<file path="config.mk">
export PLATFORM = sky130hd
export DESIGN_NAME = dram_cmd_signal_gen
export DESIGN_NICKNAME = d
export VERILOG_FILES = /design/src/rtl/dram_cmd_signal_gen.sv
export SDC_FILE = /design/constraint.sdc
export NUM_CORES = 1
export LEC_CHECK = 0
export ABC_CLOCK_PERIOD_IN_PS = 2600
export CORE_MARGIN = 2
export CORE_UTILIZATION = 35
export CTS_CLUSTER_SIZE = 28
export DETAILED_ROUTE_END_ITERATION = 12
export PLACE_DENSITY_LB_ADDON = 0.05
export SLEW_MARGIN = 20
export SYNTH_ARGS = -nofsm -noshare
export SYNTH_HDL_FRONTEND = slang
export SYNTH_SLANG_ARGS = --single-unit
</file>
<file path="constraint.sdc">
create_clock -name CLK -period 2.6 [get_ports CLK]
set_clock_uncertainty 0.05 [all_clocks]
set_input_delay 0.26 -clock CLK [delete_from_list [all_inputs] [get_ports CLK]]
set_output_delay 0.26 -clock CLK [all_outputs]
set_load 0.005 [all_outputs]
</file>
<file path="src/rtl/dram_cmd_signal_gen.sv">
// DDR4 command/address pin driver: power-up pin sequence,
// command encoding, per-rank chip select, CA parity, 1T/2T timing.
module dram_cmd_signal_gen #(
  parameter int NUM_RANKS   = 2,
  parameter int BG_W        = 2,
  parameter int BA_W        = 2,
  parameter int ROW_W       = 17,
  parameter int COL_W       = 10,
  parameter int T_RESET_CYC = 200,
  parameter int T_CKE_CYC   = 500,
  parameter bit CMD_2T      = 1'b0,
  parameter bit PAR_EN      = 1'b1,
  localparam int RANK_W =
    (NUM_RANKS > 1) ? $clog2(NUM_RANKS) : 1
) (
  input  logic                 CLK,
  input  logic                 RST,
  input  logic                 req_valid,
  output logic                 req_ready,
  input  logic [3:0]           req_cmd,
  input  logic [RANK_W-1:0]    req_rank,
  input  logic [BG_W-1:0]      req_bg,
  input  logic [BA_W-1:0]      req_ba,
  input  logic [ROW_W-1:0]     req_row,
  input  logic [COL_W-1:0]     req_col,
  input  logic                 req_ap,
  output logic                 init_done,
  output logic                 RESET_n,
  output logic                 CKE,
  output logic [NUM_RANKS-1:0] CS_n,
  output logic                 ACT_n,
  output logic                 RAS_n_A16,
  output logic                 CAS_n_A15,
  output logic                 WE_n_A14,
  output logic [BG_W-1:0]      BG,
  output logic [BA_W-1:0]      BA,
  output logic [13:0]          ADDR,
  output logic                 ADDR_17,
  output logic                 PARITY
);

  localparam int CNT_MAX =
    (T_RESET_CYC > T_CKE_CYC) ? T_RESET_CYC : T_CKE_CYC;
  localparam int CNT_W = $clog2(CNT_MAX + 1);
  localparam logic [NUM_RANKS-1:0] RANK_ONE =
    NUM_RANKS'(1);

  typedef enum logic [1:0] {
    S_RST, S_CKE, S_IDLE, S_HOLD
  } state_t;

  state_t               state_q, state_d;
  logic [CNT_W-1:0]     cnt_q, cnt_d;
  logic                 rstn_q, rstn_d;
  logic                 cke_q, cke_d;
  logic                 init_q, init_d;
  logic [NUM_RANKS-1:0] cs_q, cs_d;
  logic [NUM_RANKS-1:0] hcs_q, hcs_d;
  logic [3:0]           cmd_q, cmd_d;
  logic [BG_W-1:0]      bg_q, bg_d;
  logic [BA_W-1:0]      ba_q, ba_d;
  logic [13:0]          addr_q, addr_d;
  logic                 a17_q, a17_d;
  logic                 par_q, par_d;

  logic                 dec_ok;
  logic [3:0]           dec_cmd;
  logic [13:0]          dec_addr;
  logic                 dec_a17;
  logic [NUM_RANKS-1:0] dec_cs;
  logic [17:0]          row_x;
  logic [13:0]          rw_addr;

  // Decode the request into pin values; bad codes/ranks become DES.
  always_comb begin
    row_x      = 18'(req_row);
    rw_addr    = 14'(req_col);
    rw_addr[10] = req_ap;
    rw_addr[12] = 1'b1;
    dec_ok     = 1'b1;
    dec_cmd    = 4'hF;
    dec_addr   = '0;
    dec_a17    = 1'b0;
    unique case (1'b1)
      (req_cmd == 4'd1): dec_cmd = 4'hF;
      (req_cmd == 4'd2): begin
        dec_cmd  = {1'b0, row_x[16:14]};
        dec_addr = row_x[13:0];
        dec_a17  = row_x[17];
      end
      (req_cmd == 4'd3): begin
        dec_cmd  = 4'hD;
        dec_addr = rw_addr;
      end
      (req_cmd == 4'd4): begin
        dec_cmd  = 4'hC;
        dec_addr = rw_addr;
      end
      (req_cmd == 4'd5): dec_cmd = 4'hA;
      (req_cmd == 4'd6): begin
        dec_cmd      = 4'hA;
        dec_addr[10] = 1'b1;
      end
      (req_cmd == 4'd7): dec_cmd = 4'h9;
      (req_cmd == 4'd8): begin
        dec_cmd  = 4'h8;
        dec_addr = row_x[13:0];
      end
      (req_cmd == 4'd9): begin
        dec_cmd      = 4'hE;
        dec_addr[10] = 1'b1;
      end
      default: dec_ok = 1'b0;
    endcase
    if (int'(req_rank) >= NUM_RANKS) dec_ok = 1'b0;
    dec_cs = ~(RANK_ONE << req_rank);
    if (!dec_ok) begin
      dec_cs  = '1;
      dec_cmd = 4'hF;
    end
  end

  // Sequencer next state and next pin values; DES by default.
  always_comb begin
    state_d = state_q;
    cnt_d   = cnt_q;
    rstn_d  = rstn_q;
    cke_d   = cke_q;
    init_d  = init_q;
    hcs_d   = hcs_q;
    cs_d    = '1;
    cmd_d   = 4'hF;
    bg_d    = bg_q;
    ba_d    = ba_q;
    addr_d  = addr_q;
    a17_d   = a17_q;
    unique case (state_q)
      S_RST: begin
        if (cnt_q == CNT_W'(T_RESET_CYC - 1)) begin
          state_d = S_CKE;
          cnt_d   = '0;
          rstn_d  = 1'b1;
        end else begin
          cnt_d = cnt_q + 1'b1;
        end
      end
      S_CKE: begin
        if (cnt_q == CNT_W'(T_CKE_CYC - 1)) begin
          state_d = S_IDLE;
          cnt_d   = '0;
          cke_d   = 1'b1;
          init_d  = 1'b1;
        end else begin
          cnt_d = cnt_q + 1'b1;
        end
      end
      S_IDLE: begin
        if (req_valid) begin
          if (dec_ok) begin
            cmd_d  = dec_cmd;
            bg_d   = req_bg;
            ba_d   = req_ba;
            addr_d = dec_addr;
            a17_d  = dec_a17;
          end
          if (CMD_2T) begin
            state_d = S_HOLD;
            hcs_d   = dec_cs;
          end else begin
            cs_d = dec_cs;
          end
        end
      end
      S_HOLD: begin
        cmd_d   = cmd_q;
        cs_d    = hcs_q;
        state_d = S_IDLE;
      end
      default: state_d = S_RST;
    endcase
    par_d = PAR_EN &
      (^{cmd_d, bg_d, ba_d, addr_d, a17_d});
  end

  // State and pin registers.
  always_ff @(posedge CLK) begin
    if (RST) begin
      state_q <= S_RST;
      cnt_q   <= '0;
      rstn_q  <= 1'b0;
      cke_q   <= 1'b0;
      init_q  <= 1'b0;
      hcs_q   <= '1;
      cs_q    <= '1;
      cmd_q   <= 4'hF;
      bg_q    <= '0;
      ba_q    <= '0;
      addr_q  <= '0;
      a17_q   <= 1'b0;
      par_q   <= 1'b0;
    end else begin
      state_q <= state_d;
      cnt_q   <= cnt_d;
      rstn_q  <= rstn_d;
      cke_q   <= cke_d;
      init_q  <= init_d;
      hcs_q   <= hcs_d;
      cs_q    <= cs_d;
      cmd_q   <= cmd_d;
      bg_q    <= bg_d;
      ba_q    <= ba_d;
      addr_q  <= addr_d;
      a17_q   <= a17_d;
      par_q   <= par_d;
    end
  end

  assign req_ready = (state_q == S_IDLE);
  assign init_done = init_q;
  assign RESET_n   = rstn_q;
  assign CKE       = cke_q;
  assign CS_n      = cs_q;
  assign ACT_n     = cmd_q[3];
  assign RAS_n_A16 = cmd_q[2];
  assign CAS_n_A15 = cmd_q[1];
  assign WE_n_A14  = cmd_q[0];
  assign BG        = bg_q;
  assign BA        = ba_q;
  assign ADDR      = addr_q;
  assign ADDR_17   = a17_q;
  assign PARITY    = par_q;

endmodule

</file>
# == Word-level counts from Yosys, hierarchy flattened ==
# Cells that the tools add are included.
# totals
output_inout_bits,30
in_bits,40
wordCells,72
ff_bits,39
# op_classes
mux,26
add_sub_neg,1
n_shift,1
n_bitwise,4
n_reduce_logical,13
eq_ne,16
# ops
cell,count
14-bit two-way mux,3
4-bit one-hot mux with 7 select lines,1
23-bit XOR reduction,1
10-bit one-hot mux with 2 select lines,1
9-bit two-way mux,2
9-bit one-hot mux with 2 select lines,1
4-bit by 3-bit equality test with 1-bit output (second input constant),4
2-bit two-way mux,8
9-bit by 1-bit adder with 9-bit output (second input constant),1
9-bit by 8-bit equality test with 1-bit output (second input constant),1
9-bit equality test (second input constant),1
9-bit OR reduction,1
4-bit by 2-bit equality test with 1-bit output (second input constant),2
4-bit equality test (second input constant),2
4-bit two-way mux,2
4-bit one-hot mux with 2 select lines,1
2-bit OR reduction,4
2-bit one-hot mux with 3 select lines,1
3-bit one-hot mux with 2 select lines,1
2-bit equality test (second input constant),2
4-bit by 1-bit equality test with 1-bit output (second input constant),1
1-bit two-way mux,4
2-bit != test (second input constant),2
2-bit AND reduction,2
10 further kinds,12

# == Longest topological paths before layout ==
# Gate-level depths: netlist of the first run.
# logic_depth
ltp_word,7
depth_mapped,11
depth_no_buf,9

# == Worst setup path after synthesis of the first run ==
# Ideal clock, no wire load.
# synth_path
path_type,input to register
startpoint,in req_cmd[0]
endpoint,reg par_q (netlist: PARITY)
path_buffers,2
arrival_time_ns,2.107
required_time_ns,2.485
path_stages,11
slack_ns,0.378
setup_ns,0.065
path_cell_list,buf_6 or3b_1 buf_4 o22ai_1 a221oi_2 a21oi_2 xnor2_1 xnor2_1 xnor2_1 xnor3_1 nor2_1
# synth_via
elab_chain_len,7
word_cells_on_any_way,35
cone_classes,eq/ne (9); mux (20); reduce/logical (6)
# synth_lines
item,line_no,source
start: declaration,20,"input logic [3:0] req_cmd,"
4-bit by 3-bit equality test with 1-bit output (tied with other cells),99,(req_cmd == 4'd5): dec_cmd = 4'hA;
2-bit OR reduction (no source line) / 9-bit OR reduction (equally long branches),-,
4-bit one-hot mux with 7 select lines (tied with other cells),84,unique case (1'b1)
4-bit two-way mux (tied with other cells),159,if (dec_ok) begin
4-bit two-way mux (tied with other cells),158,if (req_valid) begin
4-bit one-hot mux with 2 select lines (tied with other cells),137,unique case (state_q)
23-bit XOR reduction (*),182,"(^{cmd_d, bg_d, ba_d, addr_d, a17_d});"
end signal: assignment,214,par_q <= par_d;
end: declaration,64,"logic par_q, par_d;"
# Every way passes the cells marked *; elsewhere a longest branch is shown, timed or not.
# A chain may end at the register's enable or synchronous reset.

# == Worst setup path in the final report of the first run ==
# Same ends and word-level chain as after synthesis.

==> key figures, run 1 <==
Outcome
  – Status: finished clean

Final layout
  – Final #Nets: 467
  – Ratio of cells with drive above 1 in the final layout: 18.0%
  – Design Area, Final: 3840 µm²
  – Ant diodes: 0
  – Fillers: 705
  – Finished Core Util: between 50 and 60%
  – Area Overhead vs Synth: 45.4%
  – Most frequent cells in the layout: 68 x clkdlybuf4s50_1, 46 x nor2_1, 45 x buf_4
  – Multi-input logic area: 1710 µm²
  – Most common cell after layout, fill and taps aside: clkdlybuf4s50_1
  – Register area: around 780 µm²

Synthesis
  – Seq/Total Area, Yosys: between 20% and 30%
  – EDFF count, synth: 0
  – Ys async rst share: 0%
  – Top_reg_cell synth: dfxtp_1
  – Synthesis-stage register bit count: 39
  – Ys Warns: 0
  – Post-synth cell types: 56
  – Mean Syn Cell Area: 8.05 µm²
  – Post-synthesis cell area: 2640 µm²
  – Post-Synthesis Cells: around 330
  – Syn nets: 369

Detailed routing
  – 1st-pass router iterations: 4
  – Initial DRC count: 77
  – Post-Route WL: 7.03 mm
  – DR WL/cell: roughly 13 µm
  – DRC viols: 0
  – Vias per cell: 4.84
  – Antenna-violating nets left: 0
  – Vias: 2546

STA
  – Fmax: 405 MHz
  – Tmin final: 2.47 ns
  – Slew at the pin closest to its max-slew limit: between 0.5 and 0.6 ns
  – Hold Vio Cnt, Final: 0
  – Setup violations, final: 0
  – Relative max-transition margin: 62.5%
  – Max-slew violations: 0
  – Final Cycle Share: 94.9%

Worst setup path
  – Worst reg2reg path startpoint: state_q[0]$_SDFFE_PP0P_
  – Critical path endpoint category: flip-flop
  – Worst r2r dst: PARITY$_SDFF_PP0_
  – Type of origin of the critical path: input pin
  – Worst Path Max Fanout: 9
  – Depth of the most critical reg-to-reg path: 9
  – Crit path DAT: around 2.7 ns
  – WS Path Type: input pin to flip-flop
  – Reg2Reg Setup Slack: 0.38 ns
  – Worst Path Required: 2.78 ns

Power
  – Power Density: 362 nW/µm²
  – Leakage: 1.45 nW
  – Maximum vdd drop: 0.000315 V

Min path
  – Hold_sp: RESET_n$_SDFFE_PP0P_
  – Hold crit path type: flip-flop to flip-flop
  – Hold depth: 2
  – Endpoint, Worst Hold: RESET_n$_SDFFE_PP0P_

Run
  – Max-cap violation count: 0

Clock network
  – Setup Fix Bufs, Post-CTS: 0
  – Reg clk slew, reported paths: 0.08 ns
  – Sink Count: 39
  – TritonCTS clock tree: yes
  – Longest Clk Path Bufs: 2
  – Clk_lat worst skew: between 0.2 and 0.3 ns
  – H-tree level count: 2
  – Clock root cell: clkbuf_8
  – CTS buffer count: 5

Die
  – I/O pins: 70
  – Starting Density: a little over a third
  – Chip height: 90.9 µm
  – Row cnt: 31
  – Core Region: 7290 µm²
  – Horiz. Die Dim: 90.9 µm
  – Die footprint: 8260 µm²

Placement
  – DP HPWL: about 5.4 mm
  – Post-DP Area: about 3700 µm²
  – IO buf count: a little under 70
  – Routability cong.: 0.786

GRT
  – First-pass GRT wire length: 11.3 mm
  – Vias in the first global route: 2330
  – Remaining global-route overflow: 0
  – GRT Total Usage: 16.7%
  – Initial antenna violation count: 0
  – Largest net degree at the start of global routing: 20
[what timing repair did]
action	4_1_cts	5_1_grt
hold buffers	0	0
gates resized for setup	0	12
setup endpoints to repair	0	1
[layout make-up]
type                       count  area share, %
clock buffer                   5           1.79
clock inverter                 3           1.14
inverter                      12           1.17
multi-input combinational    252           44.6
sequential                    39           20.3
tap                           99           3.23
timing repair buffer         116           27.8
[registers in the layout, indices dropped and copies added (netlist names)]
register and flops:
ADDR 14, ADDR_17 1, BA 2, BG 2
CS_n 2, PARITY 1, RESET_n 1, cmd_q 4
cnt_q 9, init_done 1, state_q 2
[critical path, stage by stage]
cell,delay [ns]
clkdlybuf4s50_1,0.47
or3b_4,0.42
buf_4,0.19
o32ai_2,0.24
a21oi_2,0.09
xor2_1,0.17
a21oi_1,0.18
xnor2_1,0.15
xnor2_1,0.16
xnor3_1,0.23
nor2_1,0.08
[where the power goes]
group / internal (W) / switching (W)
clock: 0.000286 / 0.000227
combinational: 0.000147 / 0.000124
sequential: 0.000601 / 0.00000376
[metal layers]
layer | global-route usage, % | vias to the layer above | wire length (µm) | share of wire (%)
li1 | - | 1341 | - | -
met1 | 25.5 | 1138 | 3800 | 54
met2 | 24.1 | 61 | 2890 | 41
met3 | 2.75 | 6 | 263 | 3.7
met4 | 4.17 | 0 | 77 | 1.1
met5 | 0 | - | 0 | 0
[logic make-up after synthesis]
group	share of synthesized area (%)
simple gates	25.0
compound gates	23.7
fa+ha+maj	0.474
buf+inv	7.58
flops	29.6
xor+xnor	13.7
[stage by stage]
| stage | hold slack (ns) | setup TNS (ns) | cells | setup WS, ns | total power, W |
|---|---|---|---|---|---|
| 3_3_place_gp | 0.408 | -0.315 | 518 | -0.315 | 0.000880 |
| 3_5_place_dp | 0.416 | -0.279 | 518 | -0.279 | 0.000879 |
| 4_1_cts | 0.434 | 0 | 526 | 0.0170 | 0.00139 |
| 6_report | 0.424 | 0 | 526 | 0.133 | 0.00139 |
| 2_1_floorplan | 0.272 | 0 | 328 | 0.378 | 0.000752 |
| 5_1_grt | 0.447 | -0.0105 | 526 | -0.0105 | 0.00144 |
[cells in the mapped netlist, drive strengths merged (2+ instances only)]
master | number | area, µm²
o21bai | 2 | 15.0
nor2b | 13 | 88.8
and2b | 4 | 30.0
o21ai | 12 | 63.8
nor3b | 2 | 15.0
nor3 | 6 | 30.0
dfxtp | 39 | 781
clkbuf | 11 | 41.3
nand3 | 8 | 45.0
o22ai | 2 | 12.5
nand4 | 2 | 12.5
nor2 | 46 | 173
and3b | 2 | 17.5
a211oi | 10 | 75.1
a221oi | 2 | 23.8
nand3b | 2 | 15.0
a21oi | 28 | 148
a22o | 9 | 78.8
buf | 14 | 114
xnor2 | 25 | 219
inv | 12 | 45.0
or3 | 3 | 23.8
nand2b | 4 | 25.0
o211ai | 2 | 20.0
nand2 | 24 | 90.1
o32ai | 10 | 125
nand4b | 7 | 61.3
xor2 | 13 | 121
[worst max-delay path by stage]
| stage | startpoint | endpoint | cells after the start |
|---|---|---|---|
| floorplan | req_cmd[0] | PARITY$_SDFF_PP0_ | 11 |
| detailed placement | req_cmd[2] | PARITY$_SDFF_PP0_ | 12 |
| global placement | req_cmd[2] | PARITY$_SDFF_PP0_ | 12 |
| global route | req_cmd[0] | PARITY$_SDFF_PP0_ | 11 |
| CTS | req_cmd[1] | PARITY$_SDFF_PP0_ | 12 |
| finish | req_cmd[0] | PARITY$_SDFF_PP0_ | 11 |
Power figures use the tool's default switching activity.
==> inputs of run 2 (changes only) <==
--- a/config.mk
+++ b/config.mk
@@ -10,6 +10,7 @@
 export CORE_UTILIZATION = 35
 export CTS_CLUSTER_SIZE = 28
 export DETAILED_ROUTE_END_ITERATION = 12
+export GPL_TIMING_DRIVEN = 0
 export PLACE_DENSITY_LB_ADDON = 0.05
 export SLEW_MARGIN = 20
 export SYNTH_ARGS = -nofsm -noshare
==> run 2 against run 1 <==
  * Count of clock-buffer cells in the layout grew 1
  * Fmax grew 2.3%
  * Largest cell class unchanged
  * Via count shrank 0.12%
  * Sequential power is essentially flat
  * Combinational power shrank 11%
  * Non-clock buffer count shrank 24
  * Sequential cell count is the same
==> key figures, run 2 (synthesis gave the netlist of run 1 again) <==
Outcome
  – Status: finished clean

Power
  – Pwr Total: 0.00124 W
  – Power Density: 350 nW/µm²
  – Leakage: 1.28 nW
  – Maximum vdd drop: 0.000206 V

GRT
  – Initial antenna violation count: 0
  – Largest net degree at the start of global routing: 13
  – GRT Total Usage: between 10% and 20%
  – First-pass GRT wire length: roughly 12 mm
  – Remaining global-route overflow: 0
  – Vias in the first global route: 2382

Die
  – Row cnt: 31
  – Starting Density: 36.2%
  – Core Region: ~7300 µm²
  – Chip height: 90.9 µm
  – I/O pins: 70
  – Horiz. Die Dim: between 90 and 100 µm
  – Die footprint: 8260 µm²

Worst setup path
  – Worst Path Max Fanout: 7
  – Type of origin of the critical path: flip-flop
  – CP top delay family: XOR/XNOR gates
  – Worst reg2reg path startpoint: state_q[0]$_SDFFE_PP0P_
  – WS Path Type: flip-flop to flip-flop
  – Crit path DAT: 2.58 ns
  – Reg2Reg Setup Slack: approximately 0.19 ns
  – CP most frequent cell: xnor2_1
  – Critical path depth: 9
  – CP cell instances: and3b_1 > nand3_1 > nand2b_1 > a211o_1 > o211ai_1 > xnor2_1 > xnor2_1 > xnor3_1 > nor2_1
  – CP peak stage delay: 0.40 ns
  – Crit path buf inv count: 0
  – Depth of the most critical reg-to-reg path: 9
  – Worst r2r dst: PARITY$_SDFF_PP0_
  – Slowest-stage cell, CP: xnor3_1
  – Critical path endpoint category: flip-flop
  – Worst Path Required: about 2.8 ns

STA
  – Fmax: 415 MHz
  – Setup violations, final: 0
  – Max-slew violations: 0
  – Hold Vio Cnt, Final: 0
  – Relative max-transition margin: 63.8%
  – Worst setup margin: 0.190 ns
  – Tmin final: 2.41 ns
  – RSZ-0062 raised after global routing: no
  – Final Cycle Share: between 90 and 100%
  – Slew at the pin closest to its max-slew limit: 0.543 ns

Clock network
  – H-tree level count: 2
  – Clock root cell: clkbuf_8
  – TritonCTS clock tree: yes
  – Clk_lat worst skew: 0.29 ns
  – Reg clk slew, reported paths: 0.08 ns
  – CTS buffer count: 5
  – Longest Clk Path Bufs: 2
  – Setup Fix Bufs, Post-CTS: 0
  – Post-CTS Hold Buffers: 0
  – Sink Count: 39

Final layout
  – Finished Core Util: 48.7%
  – Most frequent cells in the layout: 65 x clkdlybuf4s50_1, 45 x nor2_1, 39 x dfxtp_1
  – Design Area, Final: 3550 µm²
  – Ant diodes: 0
  – Ratio of cells with drive above 1 in the final layout: 9.93%
  – Most common cell after layout, fill and taps aside: clkdlybuf4s50_1
  – Max FFs per register: 14
  – Area Overhead vs Synth: 34.5%
  – Final #Nets: between 400 and 500
  – Fillers: ~770

Detailed routing
  – Initial DRC count: between 100 and 150
  – 1st-pass router iterations: 4
  – DRC viols: 0
  – Antenna-violating nets left: 0
  – Vias per cell: around 5.1
  – DR WL/cell: 14.6 µm
  – Post-Route WL: 7.33 mm
  – Vias: roughly 2500

Min path
  – Hold_sp: req_cmd[0]
  – Endpoint, Worst Hold: cmd_q[0]$_SDFF_PP1_
  – Hold depth: 5
  – Hold crit path type: input pin to flip-flop

Placement
  – Post-DP Area: around 3400 µm²
  – IO buf count: 68
  – Routability cong.: 0.791
  – DP HPWL: 5.65 mm
  – Place WS: -0.560 ns

Run
  – Max-cap violation count: 0
-- run 2: cell type report --
type                       count  area (µm²)  area share (%)
multi-input combinational    252        1680            47.3
buffer                        24         158            4.44
sequential                    39         781            22.0
timing repair buffer          68         681            19.2
clock buffer                   6        72.6            2.04
inverter                      12        45.0            1.27
clock inverter                 2        12.5           0.352
tap                           99         124            3.49
-- run 2: routing by layer --
| layer | up-vias | part of all wire (%) | global-route usage (%) |
|---|---|---|---|
| met2 | 77 | 42 | 27.2 |
| met4 | 0 | 1.4 | 4.92 |
| met1 | 1162 | 51 | 26.3 |
| met5 | - | 0 | 0 |
| li1 | 1296 | - | - |
| met3 | 8 | 5.1 | 3.09 |
-- run 2: tightest hold or removal path, stage by stage --
cell	delay, ns
buf_6	0.10
o21ai_1	0.08
nand2b_1	0.08
o21ai_0	0.09
nand2b_1	0.08
-- run 2: worst max path at each step --
| stage | slack [ns] | endpoint | start |
|---|---|---|---|
| 2_1_floorplan | 0.38 | PARITY$_SDFF_PP0_ | req_cmd[0] |
| 3_3_place_gp | -0.54 | PARITY$_SDFF_PP0_ | req_cmd[2] |
| 3_5_place_dp | -0.56 | PARITY$_SDFF_PP0_ | req_cmd[2] |
| 4_1_cts | 0.007 | PARITY$_SDFF_PP0_ | req_cmd[3] |
| 5_1_grt | 0.02 | PARITY$_SDFF_PP0_ | state_q[0]$_SDFFE_PP0P_ |
| 6_report | 0.19 | PARITY$_SDFF_PP0_ | state_q[0]$_SDFFE_PP0P_ |
-- run 2: where the power goes --
| group | internal, W | switching [W] | total (W) |
|---|---|---|---|
| logic | 0.000120 | 0.000120 | 0.000241 |
| clock network | 0.000188 | 0.000212 | 0.000399 |
| registers | 0.000601 | 0.00000394 | 0.000605 |
| total | 0.000909 | 0.000336 | 0.00124 |
-- run 2: metrics by stage --
stage,hold WS (ns),setup TNS [ns],instances
floorplan,0.272,0,328
global placement,0.411,-6.45,495
detailed placement,0.415,-6.79,495
CTS,0.377,0,503
global route,0.459,0,502
finish,0.381,0,502
-- run 2: what timing repair did --
item / CTS / global route
setup endpoints to repair: 17 / 3
pin swaps: 0 / 4
resized for setup: 6 / 6
endpoints found under the hold margin: 0 / 0
==> inputs of run 3 (changes only) <==
--- a/config.mk
+++ b/config.mk
@@ -6,7 +6,7 @@
 export NUM_CORES = 1
 export LEC_CHECK = 0
 export ABC_CLOCK_PERIOD_IN_PS = 2600
-export CORE_MARGIN = 2
+export CORE_MARGIN = 3
 export CORE_UTILIZATION = 35
 export CTS_CLUSTER_SIZE = 28
 export DETAILED_ROUTE_END_ITERATION = 12
==> run 3 against run 2 <==
  * Worst setup slack got worse by 0.058 ns
  * Non-clock buffer count is the same
  * Hold slack worse by 0.0031 ns
  * Wire length rose by 2.7%
  * Via count down 1.7%
  * Clock power barely moved
  * Total power grew 0.83%
  * Sequential share of layout area fell by 0.34 points
  * Combinational power up 3%
  * Sequential cell count unchanged
  * Sequential power about the same
  * Utilization increased by 0.75 points
  * Critical endpoint unchanged
==> key figures, run 3 (synthesis gave the netlist of run 1 again) <==
Outcome
  – Status: finished clean

GRT
  – First-pass GRT wire length: 12.0 mm
  – Vias in the first global route: approximately 2300
  – Remaining global-route overflow: 0
  – GRT Total Usage: 17.4%
  – Largest net degree at the start of global routing: 13
  – Initial antenna violation count: 0

Run
  – Max-cap violation count: 0

Detailed routing
  – 1st-pass router iterations: 4
  – Initial DRC count: 79
  – Vias: 2500
  – DRC viols: 0
  – DR WL/cell: 15.0 µm
  – Antenna-violating nets left: 0
  – Vias per cell: between 4 and 5
  – Post-Route WL: 7.52 mm

Min path
  – Hold_sp: req_cmd[0]
  – Hold depth: 5
  – Endpoint, Worst Hold: cmd_q[0]$_SDFF_PP1_
  – Hold crit path type: input pin to flip-flop

STA
  – Final Cycle Share: 94.9%
  – Fmax: 405 MHz
  – Max-slew violations: 0
  – Relative max-transition margin: 57.4%
  – Tmin final: 2.47 ns
  – Worst setup margin: about 0.13 ns
  – Hold WS: 0.378 ns
  – Setup_tns: 0 ns
  – Hold Vio Cnt, Final: 0
  – Slew at the pin closest to its max-slew limit: between 0.6 and 0.7 ns
  – Setup violations, final: 0

Worst setup path
  – Depth of the most critical reg-to-reg path: 9
  – CP cell instances: dlygate4sd2_1 > or3b_1 > buf_4 > o32ai_1 > a21oi_1 > xnor2_1 > o21ai_1 > xnor2_1 > xnor2_1 > xnor3_1 > nor2_1
  – Crit path DAT: 2.65 ns
  – Reg2Reg Setup Slack: about 0.19 ns
  – CP top delay family: XOR/XNOR gates
  – Worst Path Max Fanout: 10
  – Slowest-stage cell, CP: xnor3_1
  – Type of origin of the critical path: input pin
  – Worst reg2reg path startpoint: state_q[0]$_SDFFE_PP0P_
  – Worst r2r dst: PARITY$_SDFF_PP0_
  – CP peak stage delay: 0.37 ns
  – Critical path endpoint category: flip-flop
  – Crit path buf inv count: 2
  – WS Path Type: input pin to flip-flop
  – Worst Path Required: 2.78 ns
  – CP most frequent cell: xnor2_1

Clock network
  – Sink Count: 39
  – Clock root cell: clkbuf_8
  – H-tree level count: 2
  – Reg clk slew, reported paths: 0.08 ns
  – Longest Clk Path Bufs: 2
  – Setup Fix Bufs, Post-CTS: 0
  – Clk_lat worst skew: 0.29 ns
  – CTS buffer count: 5
  – TritonCTS clock tree: yes
  – Post-CTS Hold Buffers: 0

Placement
  – Routability cong.: 0.761
  – IO buf count: 68
  – DP Cell Count: 495
  – DP HPWL: around 5.7 mm
  – Place WS: -0.548 ns

Final layout
  – Ratio of cells with drive above 1 in the final layout: around an eighth
  – Fin cells: between 500 and 600
  – Most frequent cells in the layout: 65 x clkdlybuf4s50_1, 45 x nor2_1, 39 x dfxtp_1
  – Final #Nets: 443
  – Finished Core Util: roughly 49%
  – Area Overhead vs Synth: 36.6%
  – Max FFs per register: 14
  – Most common cell after layout, fill and taps aside: clkdlybuf4s50_1
  – Ant diodes: 0

Die
  – Chip height: 92.9 µm
  – Row cnt: 31
  – Horiz. Die Dim: 92.9 µm
  – I/O pins: 70
  – Starting Density: 36.2%
  – Core Region: 7290 µm²
  – Die footprint: 8620 µm²

Power
  – Power Density: 348 nW/µm²
  – Leakage: 1.28 nW
  – Maximum vdd drop: just over 0.0002 V
-- run 3: changes by cell type in the layout (fill, tap and decap cells not counted), moves of 2 or more --
cell,change
clkbuf_2,+2
clkbuf_4,+2
a21oi_1,-5
a21oi_2,+5
o32ai_1,-2
-- run 3: worst reg2reg max path, cell delays in order (launching register included) --
cell and delay, ns:
dfxtp_1 0.37, and3b_2 0.30, nand3_1 0.14, nand2b_1 0.20, a211o_1 0.29, o211ai_1 0.17
xnor2_1 0.19, xnor2_1 0.14, xnor3_1 0.41, nor2_1 0.09
-- run 3: where the power goes --
| part | switching (W) | total, W | internal, W |
|---|---|---|---|
| logic | 0.000126 | 0.000249 | 0.000123 |
| clock network | 0.000213 | 0.000401 | 0.000188 |
| registers | 0.00000373 | 0.000605 | 0.000601 |
-- run 3: stage by stage --
| step | instance area, µm² | total power, W |
|---|---|---|
| after floorplan | 2640 | 0.000752 |
| after global placement | 3450 | 0.000856 |
| after detailed placement | 3450 | 0.000855 |
| after CTS | 3540 | 0.00126 |
| after global routing | 3610 | 0.00132 |
| final | 3610 | 0.00125 |
-- run 3: layout make-up --
class                           instances  area (µm²)
Clock inverter                          2        12.5
Inverter                               12        45.0
Timing Repair Buffer                   68         677
Buffer                                 24         161
Fill cell                             749        3680
Sequential cell                        39         781
Multi-Input combinational cell        252        1740
Clock buffer                            6        72.6
Tap cell                               99         124
-- run 3: layer usage --
layer | global-route usage (%) | vias up | wire, µm
li1 | - | 1294 | -
met1 | 27.0 | 1130 | 3920
met2 | 24.8 | 70 | 3210
met3 | 3.01 | 6 | 341
met4 | 3.66 | 0 | 57
met5 | 0 | - | 0
-- run 3: worst max-delay path by stage --
stage,startpoint,endpoint,slack [ns],depth (start not counted)
finish,req_cmd[1],PARITY$_SDFF_PP0_,0.13,11
global route,req_cmd[1],PARITY$_SDFF_PP0_,-0.003,12
CTS,req_cmd[3],PARITY$_SDFF_PP0_,0.01,11
detailed placement,req_cmd[2],PARITY$_SDFF_PP0_,-0.55,10
global placement,req_cmd[2],PARITY$_SDFF_PP0_,-0.54,10
floorplan,req_cmd[0],PARITY$_SDFF_PP0_,0.38,11
-- run 3: what timing repair did --
action / 4_1_cts / 5_1_grt
hold endpoints to repair: 0 / 0
endpoints found under the setup margin: 17 / 3
gates resized for setup: 7 / 18
pin swaps: 0 / 6
